[src/rtl/mem_access_ctrl.sv]
// MEM-stage load/store sequencer: aligns stores onto the shared data SRAM port,
// waits for the response, extends load data and hands a one-cycle result to WB.
module mem_access_ctrl #(
    parameter int ADDR_W  = 32,
    parameter int DATA_W  = 32,
    parameter int TIMEOUT = 255
) (
    input  logic              clk,
    input  logic              rst,
    input  logic              ex_valid,
    input  logic              ex_we,
    input  logic [1:0]        ex_size,
    input  logic              ex_signed,
    input  logic [ADDR_W-1:0] ex_addr,
    input  logic [DATA_W-1:0] ex_wdata,
    output logic              ex_ready,
    output logic              sram_req,
    output logic              sram_we,
    output logic [ADDR_W-1:0] sram_addr,
    output logic [DATA_W-1:0] sram_wdata,
    output logic [3:0]        sram_wstrb,
    input  logic              sram_gnt,
    input  logic              rsp_valid,
    input  logic [DATA_W-1:0] rsp_rdata,
    output logic              wb_valid,
    output logic [DATA_W-1:0] wb_rdata,
    output logic              wb_ale,
    output logic              wb_buserr,
    output logic              stall,
    output logic [1:0]        dbg_state
);

    typedef enum logic [1:0] {S_IDLE, S_REQ, S_WAIT, S_RESP} state_e;

    state_e            state_q;
    logic              ex_ready_q;
    logic              sram_req_q;
    logic              sram_we_q;
    logic [ADDR_W-1:0] sram_addr_q;
    logic [DATA_W-1:0] sram_wdata_q;
    logic [3:0]        sram_wstrb_q;
    logic              wb_valid_q;
    logic [DATA_W-1:0] wb_rdata_q;
    logic              wb_ale_q;
    logic              wb_buserr_q;
    logic [1:0]        size_q;
    logic              signed_q;
    logic [1:0]        off_q;
    logic [7:0]        cnt_q;

    logic              misaligned;
    logic [DATA_W-1:0] lane_wdata_d;
    logic [3:0]        lane_wstrb_d;

    // Byte/half sub-words sit at the lane selected by the low address bits.
    function automatic logic [DATA_W-1:0] extract(input logic [DATA_W-1:0] raw,
                                                  input logic [1:0] sz,
                                                  input logic [1:0] off,
                                                  input logic sgn);
        logic [DATA_W-1:0] sh;
        sh = raw >> {off, 3'b000};
        case (sz)
            2'd0:    extract = {{(DATA_W-8){sgn & sh[7]}}, sh[7:0]};
            2'd1:    extract = {{(DATA_W-16){sgn & sh[15]}}, sh[15:0]};
            default: extract = raw;
        endcase
    endfunction

    always_comb begin
        misaligned   = 1'b0;
        lane_wdata_d = ex_wdata;
        lane_wstrb_d = 4'hF;
        case (ex_size)
            2'd0: begin
                lane_wdata_d = {4{ex_wdata[7:0]}};
                lane_wstrb_d = 4'b0001 << ex_addr[1:0];
            end
            2'd1: begin
                misaligned   = ex_addr[0];
                lane_wdata_d = {2{ex_wdata[15:0]}};
                lane_wstrb_d = 4'b0011 << ex_addr[1:0];
            end
            default: misaligned = (ex_addr[1:0] != 2'b00);
        endcase
    end

    always_ff @(posedge clk or posedge rst) begin
        if (rst) begin
            state_q      <= S_IDLE;
            ex_ready_q   <= 1'b1;
            sram_req_q   <= 1'b0;
            sram_we_q    <= 1'b0;
            sram_addr_q  <= '0;
            sram_wdata_q <= '0;
            sram_wstrb_q <= '0;
            wb_valid_q   <= 1'b0;
            wb_rdata_q   <= '0;
            wb_ale_q     <= 1'b0;
            wb_buserr_q  <= 1'b0;
            size_q       <= '0;
            signed_q     <= 1'b0;
            off_q        <= '0;
            cnt_q        <= '0;
        end else begin
            case (state_q)
                S_IDLE: begin
                    if (ex_valid) begin
                        ex_ready_q   <= 1'b0;
                        size_q       <= ex_size;
                        signed_q     <= ex_signed;
                        off_q        <= ex_addr[1:0];
                        sram_we_q    <= ex_we;
                        sram_addr_q  <= {ex_addr[ADDR_W-1:2], 2'b00};
                        sram_wdata_q <= ex_we ? lane_wdata_d : '0;
                        sram_wstrb_q <= ex_we ? lane_wstrb_d : 4'b0000;
                        if (misaligned) begin
                            state_q    <= S_RESP;
                            wb_valid_q <= 1'b1;
                            wb_ale_q   <= 1'b1;
                            wb_rdata_q <= '0;
                        end else begin
                            state_q    <= S_REQ;
                            sram_req_q <= 1'b1;
                        end
                    end
                end
                S_REQ: begin
                    if (sram_gnt) begin
                        sram_req_q <= 1'b0;
                        cnt_q      <= '0;
                        if (rsp_valid) begin
                            state_q    <= S_RESP;
                            wb_valid_q <= 1'b1;
                            wb_rdata_q <= sram_we_q ? '0
                                        : extract(rsp_rdata, size_q, off_q, signed_q);
                        end else begin
                            state_q <= S_WAIT;
                        end
                    end
                end
                S_WAIT: begin
                    if (rsp_valid) begin
                        state_q    <= S_RESP;
                        wb_valid_q <= 1'b1;
                        wb_rdata_q <= sram_we_q ? '0
                                    : extract(rsp_rdata, size_q, off_q, signed_q);
                    end else if (cnt_q == 8'(TIMEOUT - 1)) begin
                        state_q     <= S_RESP;
                        wb_valid_q  <= 1'b1;
                        wb_buserr_q <= 1'b1;
                        wb_rdata_q  <= '0;
                    end else begin
                        cnt_q <= cnt_q + 8'd1;
                    end
                end
                default: begin
                    // Result pulse is over; clear it and reopen for the next op.
                    state_q     <= S_IDLE;
                    ex_ready_q  <= 1'b1;
                    wb_valid_q  <= 1'b0;
                    wb_ale_q    <= 1'b0;
                    wb_buserr_q <= 1'b0;
                    wb_rdata_q  <= '0;
                end
            endcase
        end
    end

    assign ex_ready   = ex_ready_q;
    assign sram_req   = sram_req_q;
    assign sram_we    = sram_we_q;
    assign sram_addr  = sram_addr_q;
    assign sram_wdata = sram_wdata_q;
    assign sram_wstrb = sram_wstrb_q;
    assign wb_valid   = wb_valid_q;
    assign wb_rdata   = wb_rdata_q;
    assign wb_ale     = wb_ale_q;
    assign wb_buserr  = wb_buserr_q;
    assign stall      = (ex_valid & ~ex_ready_q) | (state_q != S_IDLE);
    assign dbg_state  = state_q;

endmodule
[config.mk]
export PLATFORM = sky130hd
export DESIGN_NAME = mem_access_ctrl
export DESIGN_NICKNAME = d
export VERILOG_FILES = /design/src/rtl/mem_access_ctrl.sv
export SDC_FILE = /design/constraint.sdc
export NUM_CORES = 1
export LEC_CHECK = 0
export ABC_AREA = 0
export BUFFER_PORTS_ARGS = -buffer_cell sky130_fd_sc_hd__buf_2
export CAP_MARGIN = 40
export CORE_MARGIN = 10
export CORE_UTILIZATION = 40
export CTS_CLUSTER_DIAMETER = 200
export CTS_CLUSTER_SIZE = 8
export DETAILED_ROUTE_END_ITERATION = 6
export PLACE_DENSITY = 0.66
export SYNTH_ARGS = -nofsm -noshare
export SYNTH_HDL_FRONTEND = slang
export SYNTH_SLANG_ARGS = --single-unit
[constraint.sdc]
create_clock -name clk -period 4.25 [get_ports clk]
set_input_delay 0.2125 -clock clk [delete_from_list [all_inputs] [get_ports clk]]
set_output_delay 0.2125 -clock clk [all_outputs]
set_load 0.005 [all_outputs]
==> results.toml <==
[hold_path]
timing.hold.worst_endpoint = "sram_addr[14]"
min-delay-start = "ex_addr[14]"
timing.hold.worst_path_depth = 2
min_path_type = "in2reg"

[clock_network]
cts_buffer_depth = 2
path_clk_slew_ns = 0.06
ctsResizeCount = 0
cts_root_buffer = "sky130_fd_sc_hd__clkbuf_16"
cts-buffers-inserted = 17
post-cts-setup-buffer-count = 0
max_h_tree_level = 4
cts_tree = "done"
insertion_delay_ns = 0.41
cts_sinks = 119

[floorplanning]
die_width_microns = 143
die_area_sq_um = 20500
initial_utilization = 0.404
fp.coreArea_sq_um = 15000
fp.dieH_microns = 143
ios = 214
rows = 45

[route]
dr.pass1.iters = 5
drtAntennaViolNets = 0
iter_0_drt_violations = 406
detailroute.via_count = 5450
routed_wirelength_mm = 19.2
remaining_drc_errors = 0
avgViaCountPerCell = 5.60
wire_per_inst_microns = 19.7

[worst_setup_path]
r2r-start = "dbg_state[0]"
timing_worst_setup_path_type = "reg2reg"
critical_path.startpoint_type = "flop"
timing.critical_path.arrival_ns = 3.58
worst-path-max-fanout = 33
r2r_slack_ns = 0.96
reg2reg_depth = 6
crit-reg2reg-capture = "wb_rdata[7]"
critical_path.endpoint_type = "flop"
cp_data_required_time_ns = 4.54

[sta]
max_slew.worst_pin.slew_ns = 0.776
setup-violations-final = 0
timing.final.crit_period_ns = 3.29
fin_setup_tns_ns = 0
rsz0062_at_grt = "no"
slew_headroom = 0.482
fin_worst_skew_ns = 0.00553
report.final.hold_viol_count = 0
fmax_mhz = 304
finalCritPeriodShare = 0.773
drv_slew = 0

[global_routing]
grt_antenna_before_repair = 1
wire_length_of_the_first_global_routing_pass_mm = 30.4
grt_start_max_net_pins = 44
vias_in_the_first_global_route = 5618
grt_util_all_layers = 0.187
overflow = 0

[logic_synthesis]
synth-seq-area-share = 0.490
syn-cell-area_sq_um = 6080
ys_types = 47
number_of_synthesized_flops_with_an_enable_pin = 0
cells_after_synthesis = 574
post_synth.cell_area_avg_sq_um = 10.6
postSynth.asyncResetShare = 1.00
synth-seq-cells = 119
synth_warnings = 0
postSynth.topFlopCell = "sky130_fd_sc_hd__dfrtp_1"

[cells_and_area]
most_common_library_cell_in_the_layout_ignoring_fill_and_taps = "sky130_fd_sc_hd__buf_2"
post_route_cells_drive_above_1_share = 0.419
utilization = 0.531
layout.cells.most_common_list = "sky130_fd_sc_hd__buf_2 (211), sky130_fd_sc_hd__dfrtp_1 (118), sky130_fd_sc_hd__nand2_1 (55)"
diodes_inserted = 0
areaGrowthSynthToFinish_pct = 31.3
nNetsFinal = 884

[pwr]
cellPowerDensity_nw_per_um2 = 759
ir_drop_uv = 311
p_leak_nw = 4.02

[status]
result_of_the_run = "finished clean"

[placed_design]
gpl.final_weighted_congestion = 0.913
portBuffers = 211
detailed_place_hpwl_mm = 14.3

[flow_run]
cap_viol_max_count = 0
==> sequential cells by signal, summed over array words and instances (netlist names) <==
register,count
sram_wdata,32
wb_valid,1
wb_ale,1
sram_req,1
signed_q,1
wb_buserr,1
sram_wstrb,4
sram_addr,30
off_q,2
sram_we,1
ex_ready,1
cnt_q,8
dbg_state,2
wb_rdata,32
size_q,2
==> synth_stat cells (7+ instances only) <==
master,count,area (sq um)
sky130_fd_sc_hd__a21oi_1,23,115
sky130_fd_sc_hd__o31ai_2,23,288
sky130_fd_sc_hd__inv_1,13,48.8
sky130_fd_sc_hd__clkbuf_1,33,124
sky130_fd_sc_hd__o21ai_1,9,45.0
sky130_fd_sc_hd__mux2_2,42,473
sky130_fd_sc_hd__nand2b_1,8,50.1
sky130_fd_sc_hd__mux2i_1,25,250
sky130_fd_sc_hd__nor2_1,28,105
sky130_fd_sc_hd__o31ai_1,37,278
sky130_fd_sc_hd__a2bb2oi_1,7,61.3
sky130_fd_sc_hd__nor2b_1,26,163
sky130_fd_sc_hd__dfrtp_1,118,2950
sky130_fd_sc_hd__nand2_1,56,210
sky130_fd_sc_hd__o21ai_0,47,235
sky130_fd_sc_hd__a22o_1,8,70.1
==> report_power, final <==
| part | internal (mW) | total, mW | switching (mW) |
|---|---|---|---|
| registers | 1.64 | 2.00 | 0.361 |
| logic | 1.09 | 2.49 | 1.39 |
| clock network | 1.04 | 1.57 | 0.523 |
| total | 3.78 | 6.06 | 2.28 |
==> metal layers <==
metal | vias to the layer above | GRT usage | wire length (microns)
li1 | 2495 | - | -
met1 | 2675 | 0.215 | 7490
met2 | 245 | 0.307 | 9300
met3 | 33 | 0.0757 | 1980
met4 | 2 | 0.0661 | 372
met5 | - | 0 | 18
==> through the flow <==
step                      std cells  total power [mW]  area, sq um  hold slack [ns]  setup slack [ns]
after floorplan                 575              3.50         6080            0.345             0.882
after global placement          936              4.34         7220            0.445              1.11
after detailed placement        941              4.51         7320            0.282             0.989
after CTS                       974              6.11         7980           0.0138             0.957
after global routing            974              6.47         7980           0.0147             0.700
final                           974              6.06         7980           0.0254             0.965
==> kinds of logic (layout without fill, tap and decap cells) <==
group                      after synthesis  after routing  share of synthesized area
DFF                                    119            119                      0.490
buffers and inverters                   57            268                     0.0424
and+or+nand+nor                        141            141                      0.113
muxes                                   71             71                      0.128
other                                    1              2                   0.000617
AOI/OAI and AO/OA                      179            179                      0.213
adders and majority gates                6              6                     0.0123
==> worst max-delay path by stage <==
stage                            start           to  cells past startpoint
final                     dbg_state[0]  wb_rdata[7]                      6
after global routing      dbg_state[0]  wb_rdata[7]                      6
after CTS                 dbg_state[0]  wb_rdata[7]                      6
after detailed placement  dbg_state[0]  wb_rdata[7]                      6
after global placement    dbg_state[0]  wb_rdata[7]                      6
after floorplan                    rst     cnt_q[0]                      1
==> final cells by class <==
class	count	area [sq um]
clock buffers	21	480
clock inverters	11	170
fillers	1347	7050
inverters	13	51.3
multi-input cells	399	2850
flip-flops and latches	119	2980
well taps	188	235
repair buffers	223	1210
==> what timing repair did <==
action / 4_1_cts / 5_1_grt
hold buffers: 1 / 0
endpoints found under the hold margin: 36 / 0
setup endpoints to repair: 0 / 0
==> critical path, cell delays in order, from the launching register on <==
cell and delay [ns]:
sky130_fd_sc_hd__dfrtp_1 0.41, sky130_fd_sc_hd__inv_1 0.12, sky130_fd_sc_hd__ha_1 0.42, sky130_fd_sc_hd__a32o_2 0.77
sky130_fd_sc_hd__or3_1 0.69, sky130_fd_sc_hd__buf_4 0.40, sky130_fd_sc_hd__mux2_1 0.35
Note: power is estimated with default switching activity, not from simulation.
